--- src/rtl/mult_pkg.sv ---
// Shared definitions for the sequential NxN multiplier: FSM state encoding,
// default operand/chunk widths and the counter index-width helper.
package mult_pkg;

    // Encoding is visible on state_out and decoded by the status display.
    typedef enum logic [1:0] {
        ST_IDLE = 2'd0,
        ST_CALC = 2'd1,
        ST_FIX  = 2'd2,
        ST_DONE = 2'd3
    } state_t;

    localparam int DEF_WIDTH = 8;
    localparam int DEF_CHUNK = 4;

    // Chunk index counters need at least one bit even when NCH == 1.
    function automatic int idx_w(input int nch);
        return (nch > 1) ? $clog2(nch) : 1;
    endfunction

endpackage

--- src/rtl/mult_chunk.sv ---
// Combinational CHUNKxCHUNK unsigned partial-product multiplier.
// Ports: a_i, b_i (CHUNK-bit operands), p_o (2*CHUNK-bit product).
module mult_chunk #(
    parameter int CHUNK = 4
) (
    input  logic [CHUNK-1:0]   a_i,
    input  logic [CHUNK-1:0]   b_i,
    output logic [2*CHUNK-1:0] p_o
);

    assign p_o = {{CHUNK{1'b0}}, a_i} * {{CHUNK{1'b0}}, b_i};

endmodule

--- src/rtl/seq_multiplier_nxn.sv ---
// Sequential WIDTHxWIDTH multiplier: one CHUNKxCHUNK multiplier visits every
// (a-chunk, b-chunk) pair and shift-adds it into a 2*WIDTH accumulator.
// Ports: clk, reset_a (async active-low), start, dataa, datab,
//        busy, done, product (2*WIDTH), state_out (0 IDLE 1 CALC 2 FIX 3 DONE).
// Macro MULT_SIGNED_EN: two's complement operands, adds one FIX cycle.
module seq_multiplier_nxn
    import mult_pkg::*;
#(
    parameter int WIDTH = DEF_WIDTH,
    parameter int CHUNK = DEF_CHUNK
) (
    input  logic               clk,
    input  logic               reset_a,
    input  logic               start,
    input  logic [WIDTH-1:0]   dataa,
    input  logic [WIDTH-1:0]   datab,
    output logic               busy,
    output logic               done,
    output logic [2*WIDTH-1:0] product,
    output logic [1:0]         state_out
);

    localparam int NCH = WIDTH / CHUNK;
    localparam int IW  = idx_w(NCH);
    localparam int PW  = 2 * WIDTH;

    state_t           state_q;
    logic [WIDTH-1:0] a_q, b_q;
    logic [IW-1:0]    i_q, j_q;
    logic [PW-1:0]    acc_q, acc_d;
    logic             busy_q, done_q;
`ifdef MULT_SIGNED_EN
    logic             neg_q;
`endif

    logic [CHUNK-1:0]   a_ch, b_ch;
    logic [2*CHUNK-1:0] pp;
    logic [31:0]        shamt;
    logic               last_i, last_j;

    assign a_ch = a_q[i_q*CHUNK +: CHUNK];
    assign b_ch = b_q[j_q*CHUNK +: CHUNK];

    mult_chunk #(.CHUNK(CHUNK)) u_chunk (
        .a_i (a_ch),
        .b_i (b_ch),
        .p_o (pp)
    );

    // Partial product weight is CHUNK bits per combined chunk index.
    assign shamt  = CHUNK * (32'(i_q) + 32'(j_q));
    assign acc_d  = acc_q + (PW'(pp) << shamt);
    assign last_i = (i_q == IW'(NCH - 1));
    assign last_j = (j_q == IW'(NCH - 1));

    always_ff @(posedge clk or negedge reset_a) begin
        if (!reset_a) begin
            state_q <= ST_IDLE;
            a_q     <= '0;
            b_q     <= '0;
            i_q     <= '0;
            j_q     <= '0;
            acc_q   <= '0;
            busy_q  <= 1'b0;
            done_q  <= 1'b0;
`ifdef MULT_SIGNED_EN
            neg_q   <= 1'b0;
`endif
        end else begin
            unique case (state_q)
                ST_IDLE, ST_DONE: begin
                    if (start) begin
`ifdef MULT_SIGNED_EN
                        // Magnitudes fit in WIDTH bits when read unsigned,
                        // including the most-negative value.
                        a_q   <= dataa[WIDTH-1] ? -dataa : dataa;
                        b_q   <= datab[WIDTH-1] ? -datab : datab;
                        neg_q <= dataa[WIDTH-1] ^ datab[WIDTH-1];
`else
                        a_q   <= dataa;
                        b_q   <= datab;
`endif
                        acc_q   <= '0;
                        i_q     <= '0;
                        j_q     <= '0;
                        done_q  <= 1'b0;
                        busy_q  <= 1'b1;
                        state_q <= ST_CALC;
                    end
                end
                ST_CALC: begin
                    acc_q <= acc_d;
                    if (last_j) begin
                        j_q <= '0;
                        i_q <= last_i ? '0 : i_q + 1'b1;
                    end else begin
                        j_q <= j_q + 1'b1;
                    end
                    if (last_i && last_j) begin
`ifdef MULT_SIGNED_EN
                        state_q <= ST_FIX;
`else
                        state_q <= ST_DONE;
                        busy_q  <= 1'b0;
                        done_q  <= 1'b1;
`endif
                    end
                end
`ifdef MULT_SIGNED_EN
                ST_FIX: begin
                    acc_q   <= neg_q ? -acc_q : acc_q;
                    state_q <= ST_DONE;
                    busy_q  <= 1'b0;
                    done_q  <= 1'b1;
                end
`endif
                default: begin
                    state_q <= ST_IDLE;
                    busy_q  <= 1'b0;
                    done_q  <= 1'b0;
                end
            endcase
        end
    end

    assign busy      = busy_q;
    assign done      = done_q;
    assign product   = acc_q;
    assign state_out = state_q;

endmodule

--- config.mk ---
export PLATFORM = sky130hd
export DESIGN_NAME = seq_multiplier_nxn
export DESIGN_NICKNAME = d
export VERILOG_FILES = /design/src/rtl/mult_pkg.sv /design/src/rtl/mult_chunk.sv /design/src/rtl/seq_multiplier_nxn.sv
export SDC_FILE = /design/constraint.sdc
export NUM_CORES = 1
export LEC_CHECK = 0
export ABC_AREA = 1
export CAP_MARGIN = 5
export CORE_ASPECT_RATIO = 0.7
export CORE_MARGIN = 3
export CORE_UTILIZATION = 35
export CTS_BUF_LIST = sky130_fd_sc_hd__clkbuf_4 sky130_fd_sc_hd__clkbuf_8
export CTS_CLUSTER_DIAMETER = 200
export CTS_CLUSTER_SIZE = 10
export DETAILED_ROUTE_END_ITERATION = 8
export HOLD_SLACK_MARGIN = 0.03
export PLACE_DENSITY = 0.61
export SLEW_MARGIN = 20
export SYNTH_ARGS = -nofsm -noshare
export SYNTH_HDL_FRONTEND = slang
export SYNTH_SLANG_ARGS = --single-unit
--- constraint.sdc ---
create_clock -name clk -period 7.8 [get_ports clk]
set_input_delay 1.17 -clock clk [delete_from_list [all_inputs] [get_ports clk]]
set_output_delay 1.17 -clock clk [all_outputs]
set_load 0.005 [all_outputs]
* Yosys cells after proc, flatten, opt, wreduce, memory -nomap -nowiden
Cells that the tools add are included.
** Storage, ports and cells
- Register bits :: 38
- Bits of input ports :: 19
** Operators by class
- Add/sub/neg operators :: 4
- Multiply operators :: 1
- Equality and inequality tests :: 5
- Shifts and indexed selects :: 3
- Mux-type cells :: 16
- Reductions and logical operators :: 8
** Operators by type and width (count)
- 16-bit case mux with 2 select lines :: 1
- 16-bit adder :: 1
- 16-bit 2-to-1 mux :: 1
- 8-bit by 4-bit indexed part select with 4-bit output :: 2
- 8-bit by 4-bit left shift with 16-bit output :: 1
- 4-bit by 4-bit multiplier with 8-bit output :: 1
- 1-bit case mux with 2 select lines :: 4
- 1-bit 2-to-1 mux :: 7
- 2-bit inequality test (second input constant) :: 3
- 2-bit AND reduction :: 3
- 2-bit 2-to-1 mux :: 2
- 2-bit case mux with 2 select lines :: 1
- 3-bit AND reduction :: 1
- 1-bit adder (second input constant) :: 2
- 1-bit by 1-bit adder with 2-bit output :: 1
- 2-bit by 1-bit equality test with 1-bit output (second input constant) :: 1
- 2-bit equality test (second input constant) :: 1
- 2-bit zero test :: 1
- 2-bit nonzero test :: 1
- 2-bit OR reduction :: 1
- 1-bit logical AND :: 1

* Longest topological paths before layout
Gate-level depths: netlist of run 1.
- Depth in word-level cells :: 5
- Depth in mapped cells :: 25

* Modules after synthesis
From an unflattened synthesis of run 1, not the netlist that was laid out.
** Second synthesis, totals
- Cells, all modules :: 452
- Area total of the unflattened synthesis :: 3195.6 um2
** By module, submodules not included
- seq_multiplier_nxn :: instances 1, cells an instance 382, area an instance 2727.6 um2, seq. area each 925.9 um2
- mult_chunk :: instances 1, cells an instance 70, area an instance 467.9 um2, seq. area each 0.0 um2

* Worst setup path after synthesis of run 1
No wires, ideal clock.
- Path type :: register to register
- Start :: register i_q
- End :: register acc_q[13], in the netlist product[13]
- Setup time :: 0.121 ns
- Arrival :: 4.205 ns
- Path slack :: 3.473 ns
- Cell stages (with the launch flop) :: 23
- Cells stage by stage :: dfrtp_1 > buf_2 > mux2i_1 > or2_2 > fa_1 > inv_1 > fa_1 > inv_1 > fa_1 > o21ai_0 > xor2_1 > mux2i_1 > nor2_1 > ha_1 > a21o_1 > inv_2 > nand3_2 > nand2_2 > nand2_4 > a21oi_2 > nand2_1 > nand2_1 > o21ai_1
** Between the ends
- Longest elaborated chain between the ends :: 5
** RTL lines
- from (decl) :: RTL line seq_multiplier_nxn.sv:29 : logic [IW-1:0] i_q, j_q;
- from (signal assigned) :: RTL line seq_multiplier_nxn.sv:95 : i_q <= last_i ? '0 : i_q + 1'b1;
- 8-bit by 4-bit indexed part select with 4-bit output :: RTL line seq_multiplier_nxn.sv:41 : assign a_ch = a_q[i_q*CHUNK +: CHUNK];
- 4-bit by 4-bit multiplier with 8-bit output :: RTL line mult_chunk.sv:11 : assign p_o = {{CHUNK{1'b0}}, a_i} * {{CHUNK{1'b0}}, b_i};
- 8-bit by 4-bit left shift with 16-bit output (*) :: RTL line seq_multiplier_nxn.sv:52 : assign acc_d = acc_q + (PW'(pp) << shamt);
- 16-bit adder (*) :: RTL line seq_multiplier_nxn.sv:52
- 16-bit case mux with 2 select lines (*) :: RTL line seq_multiplier_nxn.sv:70 : unique case (state_q)
- to (signal assigned) :: RTL line seq_multiplier_nxn.sv:63 : acc_q <= '0;
- to (signal assigned) :: RTL line seq_multiplier_nxn.sv:83 : acc_q <= '0;
- to (signal assigned) :: RTL line seq_multiplier_nxn.sv:92 : acc_q <= acc_d;
- to (decl) :: RTL line seq_multiplier_nxn.sv:30 : logic [PW-1:0] acc_q, acc_d;
Every way passes the cells marked *; elsewhere a longest branch is shown, timed or not.
A chain may end at the register's enable or synchronous reset.

* Final worst setup path of run 1
Same ends and word-level chain as after synthesis.

==> results.md, run 1 <==
* Hold Fails Final Rpt at 0
* CTS tree: done
* CP required at around 8 ns
* Post-synth top area share at between 30% and 40%
* Layout cell share with drive strength beyond 1 at between 10 and 15%
* Initial core utilization at 36.47%
* Status: completed
* Crit end category: flip-flop
* WS Path Type: flip-flop to flip-flop
* HP Class: flip-flop to flip-flop
* Crit path max fanout at 6
* Final slew viol count at 0
* Unrepaired setup endpoints after global routing: false
* DRT Pass-1 Iters at 4
* Grt ovf at 0
* Fill cell count at 777
* Worst endpoint data arrival time at 5.01 ns
* Crit-path max cell delay at around 0.56 ns
* Critical Path, Cell by Cell: mux2i_1 > or2_2 > fa_1 > inv_1 > fa_1 > inv_1 > fa_1 > o21ai_0 > xor2_1 > mux2i_1 > nor2_1 > ha_1 > a21o_1 > inv_2 > nand3_2 > nand2_2 > nand2_4 > a21oi_2 > nand2_1 > nand2_1 > o21ai_1
* Synth area leaders: dfrtp_1, ha_1, nand2_1
* Primary FF master, synth: dfrtp_1
* Post-synth EDFFs at 0
* Die height at slightly above 80 µm
* Syn Nets at just over 400
* ANT cells at 0
* Total wire length at ~6700 µm
* CTS Hold Bufs at 0
* Clock transition at path regs at ~0.090 ns
* Layout net count at between 400 and 500
* Crit start category: flip-flop
* CTS Root Cell: clkbuf_8
* Yosys warnings at 0
* Core Footprint at just under 8000 µm²
* # Post-CTS Setup Buffers at 0
* Antenna violations before repair at 0
* Vias in the first global route at between 2000 and 2500
* Initial drt markers at approximately 180
* I/O Buffers at 38
* Detail Route Antenna Nets at 0
* Synthesis-stage register bit count at 37
* Post_cts resized at 0
* Met2 wire length at between 2000 and 3000 µm
* Tot GR Track Use at 15.06%
* Cell count after synthesis at ~350
* Sequential share of the synthesized area at a little under a third
* Synth cell count leaders: nand2_1, nor2_1, dfrtp_1, inv_1, ha_1
* WL met3 at roughly 300 µm
* CTS sink cnt at 37
* Skew-Pair Late Insertion Delay at 0.29 ns
* Setup TNS at 0 ns
* Slew HR at between 40% and 50%
* Final Skew at ~0.012 ns
* P&R area growth vs syn at 20.27%
* # DRC at 0
* Final GP Congestion at 0.8652
* Mapped Avg Cell Area at between 8 and 9 µm²
* M1 wire length at between 3000 and 4000 µm
* Num rows at 27
* Via density at 5.022
* Pin count of the biggest net entering global routing at 38
* Post-DP HPWL at 5329 µm
* DR vias at roughly 2500
* Worst Max-Slew Pin Slew at around 0.84 ns
* Synth area leader: dfrtp_1
* Die W at 114.7 µm
* WL/cell at about 14 µm
* Synth cell types at 38
* Max-Cap Viols at 0
* Slowest CP cell: fa_1
* First-pass GRT wire length at between 10000 and 15000 µm
* Fmax at around 0.21 GHz
* CTS max path bufs at 2
* Die footprint at between 9000 and 10000 µm²
* Max layer used: met4
* Final setup violation count at 0
* Boundary pin count at 39
* Post-layout min period at around 4.8 ns
* Most used cell, CP: fa_1
* Most common cell in the netlist: nand2_1
* Post-Syn Area at just under 3000 µm²
* H-tree Lvls at 2
* Inserted Clock Buffers at 5
* Async SR Flop Fraction at 100.0%
* Final period utilization at approximately three fifths
[flip-flops by register name, summed over array words and instances (netlist names)]
signal	count
j_q	1
state_out	2
product	16
b_q	8
a_q	8
busy	1
i_q	1
[cell usage in the layout, fill, tap and decap left out, types with 4 or more instances in the layout]
cell	count
nor2_1	38
nand3_2	4
inv_2	5
nand3_1	10
mux2_2	16
dfrtp_1	37
clkdlybuf4s50_1	37
nand2_2	4
o21ai_0	17
a21oi_1	25
ha_1	30
inv_1	34
nand4_1	5
o21ai_1	9
clkbuf_8	6
fa_1	5
or2_2	4
nand2_1	68
mux2i_1	10
[metrics by stage]
stage	setup WS [ns]	hold WS (ns)	instances	utilization [%]	instance area (µm²)
2_1_floorplan	3.473	0.4763	353	-	2895
3_3_place_gp	3.073	0.4872	485	42.35	3362
3_5_place_dp	2.988	0.4829	485	42.35	3362
4_1_cts	2.989	0.5100	493	43.86	3482
5_1_grt	2.640	0.5174	493	43.86	3482
6_report	2.976	0.5076	493	43.86	3482
[area by class of cell]
type / instances / area, µm² / area share, %
multi-input combinational: 270 / 1788 / 51.35
sequential: 37 / 925.9 / 26.59
timing repair buffer: 38 / 375.4 / 10.78
inverter: 39 / 146.4 / 4.204
tap: 101 / 126.4 / 3.629
clock buffer: 6 / 82.58 / 2.372
clock inverter: 2 / 37.54 / 1.078
[final timing paths]
check                              startpoint                       to  slack (ns)  cells past startpoint
min in group asynchronous             reset_a  product[14]$_DFFE_PN0P_        0.97                      1
hold reg to reg            a_q[2]$_DFFE_PN0P_       a_q[2]$_DFFE_PN0P_        0.51                      1
hold / removal             a_q[2]$_DFFE_PN0P_       a_q[2]$_DFFE_PN0P_        0.51                      1
setup reg to reg              i_q$_DFFE_PN0P_  product[13]$_DFFE_PN0P_        2.98                     21
setup / recovery              i_q$_DFFE_PN0P_  product[13]$_DFFE_PN0P_        2.98                     21
max in group asynchronous             reset_a       b_q[1]$_DFFE_PN0P_        6.28                      1
[layer usage]
layer	global-route usage, %	vias to the layer above
met1	23.97	1165
met2	20.44	41
met4	4.103	0
li1	-	1264
met3	2.695	6
met5	0	-
[critical path, delay by kind of cell, from the launching register on]
family / cells / cell delay [ns]
AOI/OAI and AO/OA: 4 / 0.61
xor gates and xnor gates: 1 / 0.25
adders and majority gates: 4 / 1.88
buffers and inverters: 3 / 0.18
DFF: 1 / 0.53
muxes: 2 / 0.36
and+or+nand+nor: 7 / 0.92
[kinds of logic (layout without fill, tap and decap cells)]
group,after synthesis,count (layout),synth area share (%)
adders and majority gates,35,35,16.42
DFF,37,37,31.98
AOI/OAI and AO/OA,67,67,13.27
buffers and inverters,46,85,6.266
muxes,26,26,9.680
xor gates and xnor gates,4,4,1.210
and+or+nand+nor,138,138,21.18
Power of run 1 is left out: the tool's default activity adds up to more than one toggle a clock period on the data nets, which glitch-free logic cannot reach.
==> run 2, diff against run 1 <==
--- a/config.mk
+++ b/config.mk
@@ -15,7 +15,7 @@
 export CTS_CLUSTER_SIZE = 10
 export DETAILED_ROUTE_END_ITERATION = 8
 export HOLD_SLACK_MARGIN = 0.03
-export PLACE_DENSITY = 0.61
+export PLACE_DENSITY = 0.63
 export SLEW_MARGIN = 20
 export SYNTH_ARGS = -nofsm -noshare
 export SYNTH_HDL_FRONTEND = slang
==> constraint.sdc (replaced) <==
create_clock -name clk -period 3.9 [get_ports clk]
set_input_delay 0.585 -clock clk [delete_from_list [all_inputs] [get_ports clk]]
set_output_delay 0.585 -clock clk [all_outputs]
set_load 0.005 [all_outputs]
==> run 2 against run 1 <==
  * The run now ends with negative setup slack left
  * Critical path depth unchanged
  * Register-to-register slack lost 3.4 ns
  * Via count is 8.2% higher
  * Sequential share of layout area shrank 3.4 points
  * Clock skew down 0.0021 ns
  * Hold slack got worse by 0.11 ns
  * Utilization up 6.6 points
==> results.md, run 2 (synthesis results as in run 1) <==
* Via density at 4.926 (was 5.022)
* Initial drt markers at 164 (was 179)
* Max FFs per register at 16 (unchanged)
* DP Cell Count at 527 (was 485)
* Post-layout min period at 4.298 ns (was 4.824 ns)
* Inserted Clock Buffers at 5 (unchanged)
* Post-DP HPWL at 5832 µm (was 5329 µm)
* Vias in the first global route at 2506 (was 2340)
* ANT cells at 0 (unchanged)
* Layout cell share with drive strength beyond 1 at 27.99% (was 12.24%)
* Die footprint at 9417 µm² (unchanged)
* Unrepaired setup endpoints after global routing: true (was false)
* Hold Fails Final Rpt at 0 (unchanged)
* Final period utilization at 110.2% (was 61.84%)
* FF-to-FF Start: j_q$_DFFE_PN0P_ (was i_q$_DFFE_PN0P_)
* Crit end category: flip-flop (unchanged)
* Final GP Congestion at 0.8891 (was 0.8652)
* Boundary pin count at 39 (unchanged)
* Initial core utilization at 36.47% (unchanged)
* CP required at 4.10 ns (was 7.99 ns)
* DRT Pass-1 Iters at 4 (unchanged)
* Commonest non-fill, non-tap cell in the layout: nand2_1 (unchanged)
* Grt ovf at 0 (unchanged)
* Die height at 82.10 µm (unchanged)
* Num rows at 27 (unchanged)
* Worst Max-Slew Pin Slew at 0.8640 ns (was 0.8436 ns)
* CTS Root Cell: clkbuf_8 (unchanged)
* P&R area growth vs syn at 38.46% (was 20.27%)
* CTS sink cnt at 37 (unchanged)
* Non-Filler Instances at 544 (was 493)
* Crit path max fanout at 4 (was 6)
* Final slew viol count at 0 (unchanged)
* DR vias at 2680 (was 2476)
* H-tree Lvls at 2 (unchanged)
* Die W at 114.7 µm (unchanged)
* Critical Path, Cell by Cell: mux2i_2 > or2_4 > fa_1 > inv_1 > fa_1 > inv_1 > fa_2 > o21ai_2 > xor2_1 > mux2i_1 > nor2_1 > ha_1 > a21o_1 > inv_2 > nand3_2 > nand2_2 > nand2_4 > a21oi_2 > nand2_1 > nand2_1 > o21ai_1 (was mux2i_1 > or2_2 > fa_1 > inv_1 > fa_1 > inv_1 > fa_1 > o21ai_0 > xor2_1 > mux2i_1 > nor2_1 > ha_1 > a21o_1 > inv_2 > nand3_2 > nand2_2 > nand2_4 > a21oi_2 > nand2_1 > nand2_1 > o21ai_1)
* Worst endpoint data arrival time at 4.49 ns (was 5.01 ns)
* # DRC at 0 (unchanged)
* PnR worst setup slack at -0.3977 ns (was 2.976 ns)
* HP Class: input port to asynchronous set/reset pin (was flip-flop to flip-flop)
* Setup TNS at -3.392 ns (was 0 ns)
* Max-Cap Viols at 0 (unchanged)
* Clock transition at path regs at 0.09 ns (about the same)
* Crit-path max cell delay at 0.53 ns (was 0.56 ns)
* Fill cell count at 747 (was 777)
* Pin count of the biggest net entering global routing at 38 (unchanged)
* Commonest cells after routing, fill and taps aside: nand2_1, buf_4, clkdlybuf4s50_1, nor2_1, dfrtp_1 (was nand2_1, nor2_1, dfrtp_1, clkdlybuf4s50_1, inv_1)
* Critical R2R Capture: product[13]$_DFFE_PN0P_ (unchanged)
* Util after Layout at 50.50% (was 43.86%)
* CTS max path bufs at 2 (unchanged)
* CTS tree: done (unchanged)
* WL/cell at 14.08 µm (was 13.66 µm)
* Total wire length at 7659 µm (was 6734 µm)
* Crit start category: flip-flop (unchanged)
* I/O Buffers at 38 (unchanged)
* R2R Setup Slk at -0.40 ns (was 2.98 ns)
* Worst Reg-to-Reg Cells at 21 (unchanged)
* Antenna violations before repair at 0 (unchanged)
* First-pass GRT wire length at 11940 µm (was 11270 µm)
* Tot GR Track Use at 16.05% (was 15.06%)
* Status: finished with violations (was completed)
* Slowest CP cell: fa_1 (unchanged)
* Final Skew at 0.01035 ns (was 0.01247 ns)
* CTS Hold Bufs at 0 (unchanged)
* Detail Route Antenna Nets at 0 (unchanged)
* Core Footprint at 7939 µm² (unchanged)
* WS Path Type: flip-flop to flip-flop (unchanged)
* Failing checks: negative setup slack
* Layout net count at 496 (was 445)
* Fmax at 0.2327 GHz (was 0.2073 GHz)
* Final setup violation count at 11 (was 0)
* Skew-Pair Late Insertion Delay at 0.30 ns (was 0.29 ns)
* Slew HR at 42.40% (was 43.76%)
## run 2: cell count changes in the layout (fill, tap and decap cells not counted), moves of 5 or more
cell	before	now
ha_4	0	5
o21ai_0	17	12
buf_4	0	51
ha_1	30	25
## run 2: worst max path at each step
| stage | startpoint | end | slack, ns | cells past startpoint |
|---|---|---|---|---|
| 5_1_grt | j_q$_DFFE_PN0P_ | product[15]$_DFFE_PN0P_ | -0.61 | 25 |
| 3_3_place_gp | j_q$_DFFE_PN0P_ | product[10]$_DFFE_PN0P_ | -0.33 | 21 |
| 3_5_place_dp | i_q$_DFFE_PN0P_ | product[13]$_DFFE_PN0P_ | -0.42 | 21 |
| 2_1_floorplan | j_q$_DFFE_PN0P_ | product[13]$_DFFE_PN0P_ | -0.16 | 22 |
| 4_1_cts | j_q$_DFFE_PN0P_ | product[13]$_DFFE_PN0P_ | -0.40 | 21 |
| 6_report | j_q$_DFFE_PN0P_ | product[13]$_DFFE_PN0P_ | -0.40 | 21 |
## run 2: what timing repair did
action	CTS	global route
gates resized for setup	11	17
setup buffers	5	4
pin swaps	6	3
setup endpoints to repair	11	12
## run 2: layout make-up
type / count / area [µm²] / share of cell area (%)
clock buffers: 5 / 68.82 / 1.717
clock inverters: 3 / 46.29 / 1.155
inverters: 39 / 146.4 / 3.652
multi-input cells: 270 / 1934 / 48.25
flip-flops and latches: 37 / 928.4 / 23.16
well taps: 101 / 126.4 / 3.152
repair buffers: 89 / 758.2 / 18.91
## run 2: routing by layer
layer  track usage [%]  vias up  part of all wire, %
li1                  -     1364                    -
met1             23.76     1257                   52
met2             24.62       53                   43
met3             2.768        6                  4.6
met4             3.517        0                 0.67
met5                 0        -                    0
## run 2: stage by stage
step	instance area (µm²)	setup WS [ns]	hold slack [ns]
after floorplan	2939	-0.1565	0.2894
after global placement	3709	-0.3278	0.4895
after detailed placement	3709	-0.4193	0.4764
after CTS	3899	-0.3965	0.4273
after global routing	4009	-0.6078	0.4582
final	4009	-0.3977	0.3927
## run 2: critical path, delay by kind of cell (launching register included)
kind | cells | cell delay (ns)
compound gates | 4 | 0.55
flops | 1 | 0.45
simple gates | 7 | 0.76
mux | 2 | 0.32
fa+ha+maj | 4 | 1.71
xor+xnor | 1 | 0.23
buf+inv | 3 | 0.17
Power of run 2 is left out for the same reason.
==> run 3, diff against run 2 <==
--- a/config.mk
+++ b/config.mk
@@ -12,8 +12,8 @@
 export CORE_UTILIZATION = 35
 export CTS_BUF_LIST = sky130_fd_sc_hd__clkbuf_4 sky130_fd_sc_hd__clkbuf_8
 export CTS_CLUSTER_DIAMETER = 200
-export CTS_CLUSTER_SIZE = 10
 export DETAILED_ROUTE_END_ITERATION = 8
+export GPL_TIMING_DRIVEN = 0
 export HOLD_SLACK_MARGIN = 0.03
 export PLACE_DENSITY = 0.63
 export SLEW_MARGIN = 20
==> run 3 against run 2 <==
  * Clock-buffer cell count stayed put
  * Critical path depth grew 3
  * Clock skew fell by 0.0023 ns
  * The run still ends with negative setup slack left
  * Maximum frequency down 2.7%
==> results.md, run 3 (synthesis results as in run 1) <==
* PnR worst setup slack at -0.5172 ns (was -0.3977 ns)
* Layout net count at 474 (was 496)
* Crit end category: flip-flop (unchanged)
* Crit path max fanout at 4 (unchanged)
* Grt peak-use layer: met2 (unchanged)
* HP Class: input port to asynchronous set/reset pin (unchanged)
* P&R area growth vs syn at 40.19% (was 38.46%)
* Final period utilization at 113.3% (was 110.2%)
* GR Layer Usage met3 at 2.986% (was 2.768%)
* Hold Fails Final Rpt at 0 (unchanged)
* ANT cells at 0 (unchanged)
* Via density at 5.059 (was 4.926)
* Core Footprint at 7939 µm² (unchanged)
* Status: finished with violations (unchanged)
* DRT Pass-1 Iters at 4 (unchanged)
* CTS Root Cell: clkbuf_8 (unchanged)
* Final slew viol count at 0 (unchanged)
* Pre-CTS worst setup slack at -0.5670 ns (was -0.4193 ns)
* Failing checks: negative setup slack (unchanged)
* Crit start category: flip-flop (unchanged)
* Fmax at 0.2264 GHz (was 0.2327 GHz)
* Max-Cap Viols at 0 (unchanged)
* Antenna violations before repair at 0 (unchanged)
* Total wire length at 7586 µm (was 7659 µm)
* Clock transition at path regs at 0.09 ns (about the same)
* Max FFs per register at 16 (unchanged)
* Commonest cells after routing, fill and taps aside: nand2_1, dfrtp_1, clkdlybuf4s50_1, nor2_1, inv_1 (was nand2_1, buf_4, clkdlybuf4s50_1, nor2_1, dfrtp_1)
* WL/cell at 14.53 µm (was 14.08 µm)
* Boundary pin count at 39 (unchanged)
* H-tree Lvls at 2 (unchanged)
* Critical path origin: j_q$_DFFE_PN0P_ (unchanged)
* Pin count of the biggest net entering global routing at 25 (was 38)
* Num rows at 27 (unchanged)
* Skew-Pair Late Insertion Delay at 0.30 ns (about the same)
* CTS Hold Bufs at 0 (unchanged)
* Final hold slack at 0.1893 ns (was 0.3927 ns)
* WS Path Type: flip-flop to flip-flop (unchanged)
* Met1 usage at 23.92% (was 23.76%)
* Initial core utilization at 36.47% (unchanged)
* CP required at 4.09 ns (was 4.10 ns)
* # DRC at 0 (unchanged)
* FF-to-FF Start: j_q$_DFFE_PN0P_ (unchanged)
* Detail Route Antenna Nets at 0 (unchanged)
* Die height at 82.10 µm (unchanged)
* Final setup violation count at 11 (unchanged)
* Post-layout min period at 4.417 ns (was 4.298 ns)
* Met2 global-route usage at 24.56% (was 24.62%)
* Unrepaired setup endpoints after global routing: true (unchanged)
* First-pass GRT wire length at 12010 µm (was 11940 µm)
* Slew HR at 63.36% (was 42.40%)
* Initial drt markers at 131 (was 164)
* Die footprint at 9417 µm² (unchanged)
* Commonest non-fill, non-tap cell in the layout: nand2_1 (unchanged)
* Worst endpoint data arrival time at 4.61 ns (was 4.49 ns)
* Post-DP HPWL at 5510 µm (was 5832 µm)
* CTS sink cnt at 37 (unchanged)
* CTS tree: done (unchanged)
* Inserted Clock Buffers at 5 (unchanged)
* Final Skew at 0.008081 ns (was 0.01035 ns)
* CTS max path bufs at 2 (unchanged)
* Layout cell share with drive strength beyond 1 at 30.17% (was 27.99%)
* Grt ovf at 0 (unchanged)
* Tot GR Track Use at 16.24% (was 16.05%)
* Fill cell count at 708 (was 747)
* Worst Max-Slew Pin Slew at 0.5343 ns (was 0.8640 ns)
* Final GP Congestion at 0.8627 (was 0.8891)
* Die W at 114.7 µm (unchanged)
* Vias in the first global route at 2462 (was 2506)
* DR vias at 2641 (was 2680)
* I/O Buffers at 38 (unchanged)
run 3: worst max-delay path, cell delays in order (launching register included):
cell	delay [ns]
dfrtp_1	0.40
buf_6	0.15
mux2i_4	0.20
or2_4	0.26
fa_1	0.54
inv_2	0.04
fa_1	0.49
buf_6	0.14
ha_4	0.15
nand2_2	0.05
nand2_2	0.06
a31oi_1	0.18
xnor2_1	0.12
mux2i_1	0.19
nor2_1	0.08
ha_1	0.40
buf_6	0.13
nand2_2	0.05
inv_2	0.09
a21boi_4	0.07
buf_6	0.12
o21ai_4	0.13
a21oi_2	0.06
o21ai_1	0.09
nand2_1	0.08
run 3: final timing paths:
check / end / slack, ns / cells past startpoint
max: product[8]$_DFFE_PN0P_ / -0.52 / 24
min: product[0]$_DFFE_PN0P_ / 0.19 / 1
max reg2reg: product[8]$_DFFE_PN0P_ / -0.52 / 24
min reg2reg: busy$_DFFE_PN0P_ / 0.49 / 2
max in group asynchronous: product[14]$_DFFE_PN0P_ / 3.26 / 2
min in group clk: busy$_DFFE_PN0P_ / 0.49 / 2
run 3: routing by layer:
metal	wire (µm)	vias to the layer above	part of all wire [%]
met5	0	-	0
met2	3416	61	45
met4	65	0	0.86
li1	-	1319	-
met3	455	5	6.0
met1	3648	1256	48
run 3: per-stage QoR:
| stage | util (%) | cells | area, µm² | setup TNS [ns] |
|---|---|---|---|---|
| 2_1_floorplan | - | 353 | 2939 | -0.3177 |
| 3_3_place_gp | 43.40 | 492 | 3446 | -3.769 |
| 3_5_place_dp | 43.59 | 493 | 3461 | -4.247 |
| 4_1_cts | 48.32 | 514 | 3836 | -4.226 |
| 5_1_grt | 51.13 | 522 | 4059 | -7.204 |
| 6_report | 51.13 | 522 | 4059 | -4.747 |
run 3: cell type report:
type,count,area [µm²],area share [%]
multi-input cells,270,2118,52.19
plain buffers,7,47.55,1.171
clock buffers,5,68.82,1.695
flip-flops and latches,37,925.9,22.81
repair buffers,60,579.3,14.27
inverters,39,146.4,3.607
well taps,101,126.4,3.113
clock inverters,3,46.29,1.141
run 3: repair_timing:
action | CTS | global route
setup buffers | 13 | 8
endpoints found under the setup margin | 11 | 12
pin swaps | 21 | 31
hold endpoints to repair | 0 | 0
resized for setup | 37 | 41
cloned | 0 | 0
Power of run 3 is left out for the same reason.
